<file path="config.mk">
export PLATFORM = sky130hd
export DESIGN_NAME = spi_tx_arbiter
export DESIGN_NICKNAME = d
export VERILOG_FILES = /design/src/rtl/spi_arb_pkg.sv /design/src/rtl/spi_frame_shifter.sv /design/src/rtl/spi_tx_arbiter.sv
export SDC_FILE = /design/constraint.sdc
export NUM_CORES = 1
export LEC_CHECK = 0
export ABC_AREA = 1
export BUFFER_PORTS_ARGS = -buffer_cell sky130_fd_sc_hd__buf_2
export CORE_MARGIN = 5
export CORE_UTILIZATION = 40
export CTS_CLUSTER_DIAMETER = 120
export DETAILED_ROUTE_END_ITERATION = 10
export SLEW_MARGIN = 30
export SYNTH_ARGS = -nofsm -noshare
export SYNTH_HDL_FRONTEND = slang
export SYNTH_HIERARCHICAL = 1
export SYNTH_SLANG_ARGS = --single-unit
</file>
<file path="constraint.sdc">
create_clock -name clk -period 3.33 [get_ports clk]
set_input_delay 0.1665 -clock clk [delete_from_list [all_inputs] [get_ports clk]]
set_output_delay 0.1665 -clock clk [all_outputs]
set_load 0.01 [all_outputs]
</file>
<file path="src/rtl/spi_arb_pkg.sv">
// Shared definitions for the SPI transmit arbiter: the arbiter state
// encoding and width helpers for the down-counters.
package spi_arb_pkg;

  typedef enum logic [2:0] {
    IDLE,
    SETUP,
    SHIFT,
    DONE,
    GAP
  } arb_state_e;

  // Bits needed to hold a counter that is loaded with max_val (at least 1).
  function automatic int cnt_w(input int max_val);
    return (max_val < 1) ? 1 : $clog2(max_val + 1);
  endfunction

endpackage

</file>
<file path="src/rtl/spi_frame_shifter.sv">
// Serialises one frame in SPI mode 0: a CLK_DIV-cycle setup phase with the
// first bit on mosi, then DATA_W bits of sclk high/low half-periods.
// mosi advances only in the cycle sclk falls. `start` loads a frame,
// `setup_end` pulses in the last setup cycle, `done` pulses in the last
// cycle of the final low half.
// Build option: SPI_LSB_FIRST_EN shifts LSB first (default MSB first).
module spi_frame_shifter
  import spi_arb_pkg::*;
#(
  parameter int DATA_W  = 8,
  parameter int CLK_DIV = 2
) (
  input  logic              clk,
  input  logic              rst_n,
  input  logic              start,
  input  logic [DATA_W-1:0] data,
  output logic              setup_end,
  output logic              done,
  output logic              sclk,
  output logic              mosi
);

  localparam int DIV_W = cnt_w(CLK_DIV);
  localparam int BIT_W = cnt_w(DATA_W);
  localparam logic [DIV_W-1:0] DIV_LOAD = DIV_W'(CLK_DIV);
  localparam logic [BIT_W-1:0] BIT_LOAD = BIT_W'(DATA_W);
  localparam logic [DIV_W-1:0] DIV_LAST = DIV_W'(1);

  logic              active_q, active_d;
  logic              setup_q, setup_d;
  logic              sclk_q, sclk_d;
  logic [DIV_W-1:0]  div_q, div_d;
  logic [BIT_W-1:0]  bit_q, bit_d;
  logic [DATA_W-1:0] sh_q, sh_d;

  // Phase sequencing: count each half-period down, then flip sclk / advance.
  always_comb begin
    // NOTE: every signal assigned here gets a default first so no path
    // leaves it unassigned, which would otherwise infer a latch.
    active_d  = active_q;
    setup_d   = setup_q;
    sclk_d    = sclk_q;
    div_d     = div_q;
    bit_d     = bit_q;
    sh_d      = sh_q;
    setup_end = 1'b0;
    done      = 1'b0;
    if (start) begin
      active_d = 1'b1;
      setup_d  = 1'b1;
      sclk_d   = 1'b0;
      div_d    = DIV_LOAD;
      bit_d    = BIT_LOAD;
      sh_d     = data;
    end else if (active_q) begin
      if (div_q == DIV_LAST) begin
        div_d = DIV_LOAD;
        if (setup_q) begin
          setup_d   = 1'b0;
          sclk_d    = 1'b1;
          setup_end = 1'b1;
        end else if (sclk_q) begin
          // Falling edge: the only place mosi is allowed to move.
          sclk_d = 1'b0;
`ifdef SPI_LSB_FIRST_EN
          sh_d   = sh_q >> 1;
`else
          sh_d   = sh_q << 1;
`endif
          bit_d  = bit_q - BIT_W'(1);
        end else if (bit_q == '0) begin
          // End of the last low half, which doubles as CS hold time.
          active_d = 1'b0;
          div_d    = '0;
          done     = 1'b1;
        end else begin
          sclk_d = 1'b1;
        end
      end else begin
        div_d = div_q - DIV_W'(1);
      end
    end
  end

  // State registers; the shift register is cleared too so mosi idles low.
  always_ff @(posedge clk or negedge rst_n) begin
    if (!rst_n) begin
      active_q <= 1'b0;
      setup_q  <= 1'b0;
      sclk_q   <= 1'b0;
      div_q    <= '0;
      bit_q    <= '0;
      sh_q     <= '0;
    end else begin
      // NOTE: non-blocking assignments so every flop samples pre-edge values.
      active_q <= active_d;
      setup_q  <= setup_d;
      sclk_q   <= sclk_d;
      div_q    <= div_d;
      bit_q    <= bit_d;
      sh_q     <= sh_d;
    end
  end

  assign sclk = sclk_q;
`ifdef SPI_LSB_FIRST_EN
  assign mosi = sh_q[0];
`else
  assign mosi = sh_q[DATA_W-1];
`endif

endmodule

</file>
<file path="src/rtl/spi_tx_arbiter.sv">
// Shares one transmit-only SPI master between NUM_REQ requesters with
// round-robin arbitration. A granted frame runs to completion, ack pulses
// for one cycle, then all chip selects stay high for CS_GAP cycles.
// Build option: SPI_LSB_FIRST_EN selects LSB-first frames (in the shifter).
module spi_tx_arbiter
  import spi_arb_pkg::*;
#(
  parameter int NUM_REQ = 4,
  parameter int DATA_W  = 8,
  parameter int CLK_DIV = 2,
  parameter int CS_GAP  = 2
) (
  input  logic                       clk,
  input  logic                       rst_n,
  input  logic [NUM_REQ-1:0]         req,
  input  logic [NUM_REQ*DATA_W-1:0]  req_data,
  output logic [NUM_REQ-1:0]         ack,
  output logic                       busy,
  output logic [$clog2(NUM_REQ)-1:0] grant_id,
  output logic                       sclk,
  output logic                       mosi,
  output logic [NUM_REQ-1:0]         cs_n
);

  localparam int ID_W  = $clog2(NUM_REQ);
  localparam int GAP_W = cnt_w(CS_GAP);
  localparam logic [GAP_W-1:0] GAP_LOAD = GAP_W'(CS_GAP);
  localparam logic [GAP_W-1:0] GAP_LAST = GAP_W'(1);
  localparam logic [ID_W-1:0]  RR_RESET = ID_W'(NUM_REQ - 1);

  arb_state_e        state_q, state_d;
  logic [ID_W-1:0]   grant_id_q, grant_id_d;
  logic [ID_W-1:0]   rr_q, rr_d;
  logic [GAP_W-1:0]  gap_q, gap_d;

  logic              any_req;
  logic [ID_W-1:0]   pick;
  logic [ID_W-1:0]   cand;
  logic              start;
  logic [DATA_W-1:0] start_data;
  logic              setup_end;
  logic              frame_done;

  // Round-robin pick: scan from farthest to nearest after the pointer so the
  // nearest asserted request is the one left in `pick`.
  always_comb begin
    any_req = 1'b0;
    pick    = rr_q;
    cand    = rr_q;
    for (int off = NUM_REQ; off >= 1; off--) begin
      cand = ID_W'((int'(rr_q) + off) % NUM_REQ);
      if (req[cand]) begin
        any_req = 1'b1;
        pick    = cand;
      end
    end
  end

  assign start_data = req_data[int'(pick)*DATA_W +: DATA_W];

  // Arbiter next-state: grant in IDLE, follow the shifter, then ack and gap.
  always_comb begin
    state_d    = state_q;
    grant_id_d = grant_id_q;
    rr_d       = rr_q;
    gap_d      = gap_q;
    start      = 1'b0;
    unique case (state_q)
      IDLE: begin
        if (any_req) begin
          start      = 1'b1;
          grant_id_d = pick;
          rr_d       = pick;
          state_d    = SETUP;
        end
      end
      SETUP: begin
        if (setup_end) state_d = SHIFT;
      end
      SHIFT: begin
        if (frame_done) state_d = DONE;
      end
      DONE: begin
        if (CS_GAP == 0) begin
          state_d = IDLE;
        end else begin
          state_d = GAP;
          gap_d   = GAP_LOAD;
        end
      end
      GAP: begin
        if (gap_q <= GAP_LAST) state_d = IDLE;
        else                   gap_d   = gap_q - GAP_W'(1);
      end
      default: state_d = IDLE;
    endcase
  end

  // Arbiter registers; reset aborts any frame and points RR before index 0.
  always_ff @(posedge clk or negedge rst_n) begin
    if (!rst_n) begin
      state_q    <= IDLE;
      grant_id_q <= '0;
      rr_q       <= RR_RESET;
      gap_q      <= '0;
    end else begin
      state_q    <= state_d;
      grant_id_q <= grant_id_d;
      rr_q       <= rr_d;
      gap_q      <= gap_d;
    end
  end

  // Chip-select decode and ack, straight from the registered state so a
  // reset forces every cs_n high without waiting for a clock.
  always_comb begin
    cs_n = '1;
    ack  = '0;
    if (state_q == SETUP || state_q == SHIFT) cs_n[grant_id_q] = 1'b0;
    if (state_q == DONE)                      ack[grant_id_q]  = 1'b1;
  end

  assign busy     = (state_q != IDLE);
  assign grant_id = grant_id_q;

  spi_frame_shifter #(
    .DATA_W  (DATA_W),
    .CLK_DIV (CLK_DIV)
  ) u_shifter (
    .clk       (clk),
    .rst_n     (rst_n),
    .start     (start),
    .data      (start_data),
    .setup_end (setup_end),
    .done      (frame_done),
    .sclk      (sclk),
    .mosi      (mosi)
  );

endmodule

</file>
# == Yosys cells after proc, flatten, opt, wreduce, memory -nomap -nowiden ==
# Cells that the tools add are included.
# Widths: inputs -> output; s select.
# totals
memories,0
in_bits,38
latchBits,0
out_inout_bits,13
romBits,0
ramBits,0
register_bits,26
# classes
addsub,7
n_shift,1
eq_ne,11
bitwise,1
div_mod_pow,0
multipliers,0
n_mux,69
n_reduce_logical,14
order_cmp,7
# ops
operator,n
$mux 8,5
$mux 1,35
$shiftx 32x6->8,1
$mux 4,7
$mux 2,11
$lt 2x3->1 const B,5
$pmux 3 s5,1
$mux 3,4
$ne 2x2->1 const B,6
$bmux 1 s2,4
$reduce_and 4->1,2
$reduce_bool 2->1,4
$eq 3x2->1 const B,2
$reduce_and 2->1,3
$add 2x1->2 const B,2
$add 2x2->2 const B,2
$logic_not 4->1,1
$not 4->4,1
$pmux 2 s2,1
$sub 2x1->2 const B,2
$sub 4x1->4 const B,1
$eq 3x1->1 const B,1
$eq 3x3->1 const B,1
$logic_not 3->1,1
other kinds (7),7

# == Logic depth before layout (Yosys ltp) ==
# depth
ltp_word,12
mapped_depth,18
ltp_nobuf,16

# == Cells and area by module ==
# The synthesis kept the hierarchy.
# modules_own_cells
module,seq_area_each_um2,cells_per_inst,area_each_um2,n_inst
spi_tx_arbiter,227.7,194,1123.6,1
spi_frame_shifter,425.4,120,898.4,1

# == Worst setup path before layout ==
# No wires, ideal clock.
# synth_path
path_kind,flip-flop to flip-flop
startpoint,register rr_q[0]
endpoint,register state_q[1]
t_arrival_ns,2.129
setup_ns,0.078
path_stages_with_launch,15
synth_period_minus_slack_ns,2.207
path_slack_ns,1.123
path_cell_list,dfstp_2 -> buf_6 -> inv_4 -> nand2_2 -> nand2_2 -> nand2_4 -> nand2_2 -> nor3_1 -> nor2_2 -> buf_2 -> nor3_1 -> nor3_1 -> nor3_1 -> nand2_1 -> o21bai_1
# synth_via
elab_chain_cells,12
elab_cells_between_ends,24
classes_between,add/sub: 4; eq/ne: 3; mux: 16; reduce/logical: 1
# synth_lines
element,line,text
"start, declared",spi_tx_arbiter.sv:33,"logic [ID_W-1:0] rr_q, rr_d;"
"start signal, assigned",spi_tx_arbiter.sv:109,rr_q <= rr_d;
$add 2x1->2,spi_tx_arbiter.sv:51,cand = ID_W'((int'(rr_q) + off) % NUM_REQ);
$bmux 1 s2,spi_tx_arbiter.sv:52,if (req[cand]) begin
$mux 1 (not written as such),spi_tx_arbiter.sv:52,
$mux 1 (3 in a row),spi_tx_arbiter.sv:52,
$mux 1 (*),spi_tx_arbiter.sv:52,
$mux 1 (*),spi_tx_arbiter.sv:70,if (any_req) begin
$mux 1 (*),spi_tx_arbiter.sv:68,unique case (state_q)
named net start,spi_tx_arbiter.sv:39,logic start;
$mux 1 (*),spi_frame_shifter.sv:48,if (start) begin
named net frame_done,spi_tx_arbiter.sv:42,logic frame_done;
$ne 2x2->1 (no source line) (*),n/a,
$reduce_and 4->1 (no source line) (*),n/a,
"end signal, assigned",spi_tx_arbiter.sv:107,state_q <= state_d;
"end, declared",spi_tx_arbiter.sv:31,"arb_state_e state_q, state_d;"
# Mark *: on every way through the listed nets, which the timed path passes. The rest lies on a longest branch. The select of a mux whose other input is x is not followed.
# A chain may end at the register's enable or synchronous reset.

# == Final worst setup path ==
# layout_path
startpoint,register rr_q[0]
endpoint,register state_q[1]
# layout_via
elab_chain_cells,12
elab_cells_between_ends,24
classes_between,add/sub: 4; eq/ne: 3; mux: 16; reduce/logical: 1
# layout_lines
element,line,text
$add 2x1->2,spi_tx_arbiter.sv:51,
$bmux 1 s2,spi_tx_arbiter.sv:52,
$mux 1 (not written as such),spi_tx_arbiter.sv:52,
$mux 1 (3 in a row),spi_tx_arbiter.sv:52,
$mux 1 (*),spi_tx_arbiter.sv:52,
$mux 1 (*),spi_tx_arbiter.sv:70,
$mux 1 (*),spi_tx_arbiter.sv:68,
named net start,spi_tx_arbiter.sv:39,
$mux 1 (*),spi_frame_shifter.sv:48,
named net setup_end,spi_tx_arbiter.sv:41,logic setup_end;
$ne 2x2->1 (no source line) (*),n/a,
$reduce_and 4->1 (no source line) (*),n/a,
# Marks and branches as above.

==> results_dict.tcl <==
set metrics [dict create \
    outcome "finished, final reports clean" \
    cap_violations 0 \
    dp_hpwl_mm 3.47 \
    drive_above_1_share 0.234 \
    rsz0062_at_grt "false" \
    critPathKind "flip-flop to flip-flop" \
    area_growth_pct 17.9 \
    arrival_ns 2.66 \
    min_path_type "input pin to flip-flop" \
    gp_congestion 0.852 \
    first_pass_iters 4 \
    ir_drop_mv 0.536 \
    overflow 0 \
    io_pins 51 \
    fp.dieH_um 81.1 \
    synthDistinctLibCells 29 \
    p_total_mw 2.44 \
    skew_ns 0.00284 \
    chipWidth_um 81.1 \
    syn_inst 314 \
    synthArstFlopShare 1.00 \
    slew-limit-headroom 0.610 \
    slew_viol_final 0 \
    clkTransAtPathRegs_ns 0.09 \
    track_usage 0.146 \
    antenna_found_initial 0 \
    grt_use_met3 0.0222 \
    critical_path.cell_chain "inv_4, nand2_2, nand2_2, nand2_4, nand2_2, nor3_1, nor2_2, inv_2, nand2_1, nor2_1, nor2_1, nor3_1, nand2_1, o21bai_1" \
    final.setup.tns_ns 0 \
    cts_setup_buffers 0 \
    io_buffers 50 \
    ys_seq_area_frac 0.323 \
    vias 1928 \
    max_stage_delay_ns 0.66 \
    grt_use_met2 0.232 \
    cts.path.max_buffers 2 \
    drt_iter0_drc 74 \
    dieArea_um2 6580 \
    drt_wl_total_mm 4.32 \
    worst_pin_slew_ns 0.585 \
    synth_ff_type "dfrtp_1" \
    grt_max_degree 27 \
    cts_tree "yes" \
    floorplan.initialDensity 0.420 \
    drc_errors 0 \
    synth-edff-count 0 \
    clock-sinks 26 \
    htree_levels 1 \
    grt_pass1_vias 1833 \
    period_share 0.741 \
    cp_max_fo 14 \
    insertion_delay_ns 0.27 \
    p_leak_nw 1.46 \
    root_buffer "clkbuf_8" \
    wl_per_cell_um 10.0 \
    end_kind "flip-flop" \
    ctsResizeCount 0 \
    setup-violations-final 0 \
    hold_viol_final 0 \
    crit_slowest_cell "dfstp_2" \
    top_usage_layer "met2" \
    syn-num-nets 356 \
    crit_path_frequent_cell "nand2_2" \
    viasPerCell 4.47 \
    use_met1 0.207 \
    syn_avg_cell_area_um2 6.44 \
    ant_nets 0 \
    start_kind "flip-flop" \
    synth_area_um2 2020 \
    grt_pass1_wl_mm 7.86 \
    ys_seq_elements 26 \
    rows 25 \
    yosys_warnings 6 \
    cts_buffers 3 \
    final_common_cell "nand2_1" \
    coreArea_um2 4820 \
    layout_common_cells "nand2_1 (106), inv_1 (56), buf_2 (50)" \
    finalCriticalPeriod_ns 2.47 \
    cp.required_ns 3.53 \
    cellPowerDensity_nw_per_um2 1020 \
    num-nets-final 407 \
    diodes 0 \
    fmax_mhz 405 \
]
final timing paths:
path	endpoint	cells past startpoint	slack, ns	start
max in group asynchronous	u_shifter/sh_q[1]	2	2.52	rst_n
worst max-delay path	state_q[1]	14	0.86	rr_q[0]
worst min register to register	u_shifter/sh_q[0]	2	0.48	u_shifter/sh_q[0]
min in group asynchronous	gap_q[0]	2	0.43	rst_n
worst max register to register	state_q[1]	14	0.86	rr_q[0]
worst min-delay path	u_shifter/sh_q[0]	7	0.29	req_data[16]
Yosys cell counts (2+ instances only):
library cell / n / area [µm²]
nand2_1: 106 / 398
nor3_1: 10 / 50.1
inv_1: 56 / 210
inv_4: 3 / 18.8
nand2_4: 4 / 45.0
nor2_2: 3 / 18.8
nor2_1: 12 / 45.0
buf_6: 2 / 22.5
inv_2: 4 / 15.0
nand3_1: 49 / 245
dfrtp_1: 24 / 601
dfstp_2: 2 / 52.6
buf_2: 3 / 15.0
o21ai_1: 6 / 30.0
a21oi_1: 3 / 15.0
o21bai_1: 2 / 15.0
nand2_2: 8 / 50.1
ha_1: 4 / 50.1
o21ai_0: 3 / 15.0
what timing repair did:
item / CTS / global route
endpoints found under the setup margin: 0 / 0
hold buffers: 1 / 0
endpoints found under the hold margin: 24 / 0
logic make-up (layout without fill, tap and decap cells):
group                      after synthesis  count (layout)  synth area share
and+or+nand+nor                        196             196             0.447
buffers and inverters                   69             119             0.143
DFF                                     26              26             0.323
AOI/OAI and AO/OA                       17              17            0.0538
adders and majority gates                4               4            0.0248
xor gates and xnor gates                 2               2           0.00866
through the flow:
step | utilization | instance area [µm²] | setup WS (ns) | hold WS [ns] | cells
final | 0.495 | 2380 | 0.861 | 0.294 | 431
after global routing | 0.495 | 2380 | 0.607 | 0.332 | 431
after CTS | 0.495 | 2380 | 0.836 | 0.289 | 431
after detailed placement | 0.481 | 2320 | 0.869 | 0.213 | 426
after global placement | 0.481 | 2320 | 0.975 | 0.213 | 426
after floorplan | - | 2020 | 1.12 | -0.129 | 314
power breakdown:
part | total (mW) | internal (mW) | switching [mW]
logic | 1.68 | 0.579 | 1.10
registers | 0.555 | 0.447 | 0.108
clock network | 0.203 | 0.106 | 0.0974
worst max-delay path, delay by kind of cell, from the launching register on:
family                 cells  cell delay (ns)
buffers and inverters      2             0.31
AO/OA/AOI/OAI              1             0.13
flip-flops                 1             0.66
AND/OR/NAND/NOR           11             1.29
state kept, by name, summed over array words and instances (netlist names):
| name | flops |
|---|---|
| u_shifter/sh_q | 8 |
| u_shifter/bit_q | 4 |
| state_q | 3 |
| gap_q | 2 |
| grant_id | 2 |
| rr_q | 2 |
| u_shifter/div_q | 2 |
| u_shifter/active_q | 1 |
| u_shifter/sclk | 1 |
| u_shifter/setup_q | 1 |
per-layer routing:
metal | share of wire | wire (µm) | vias up
met5 | 0 | 0 | -
met4 | 0.010 | 44 | 0
met3 | 0.048 | 208 | 4
met2 | 0.43 | 1880 | 46
met1 | 0.51 | 2190 | 812
li1 | - | - | 1066
final cells by class:
cell class	count	area, µm²
Inverter	63	244
Timing Repair Buffer	52	268
Clock buffer	4	55.1
Sequential cell	26	653
Multi-Input combinational cell	219	1080
Tap cell	67	83.8
Fill cell	533	2430
Note: power is estimated with default switching activity, not from simulation.
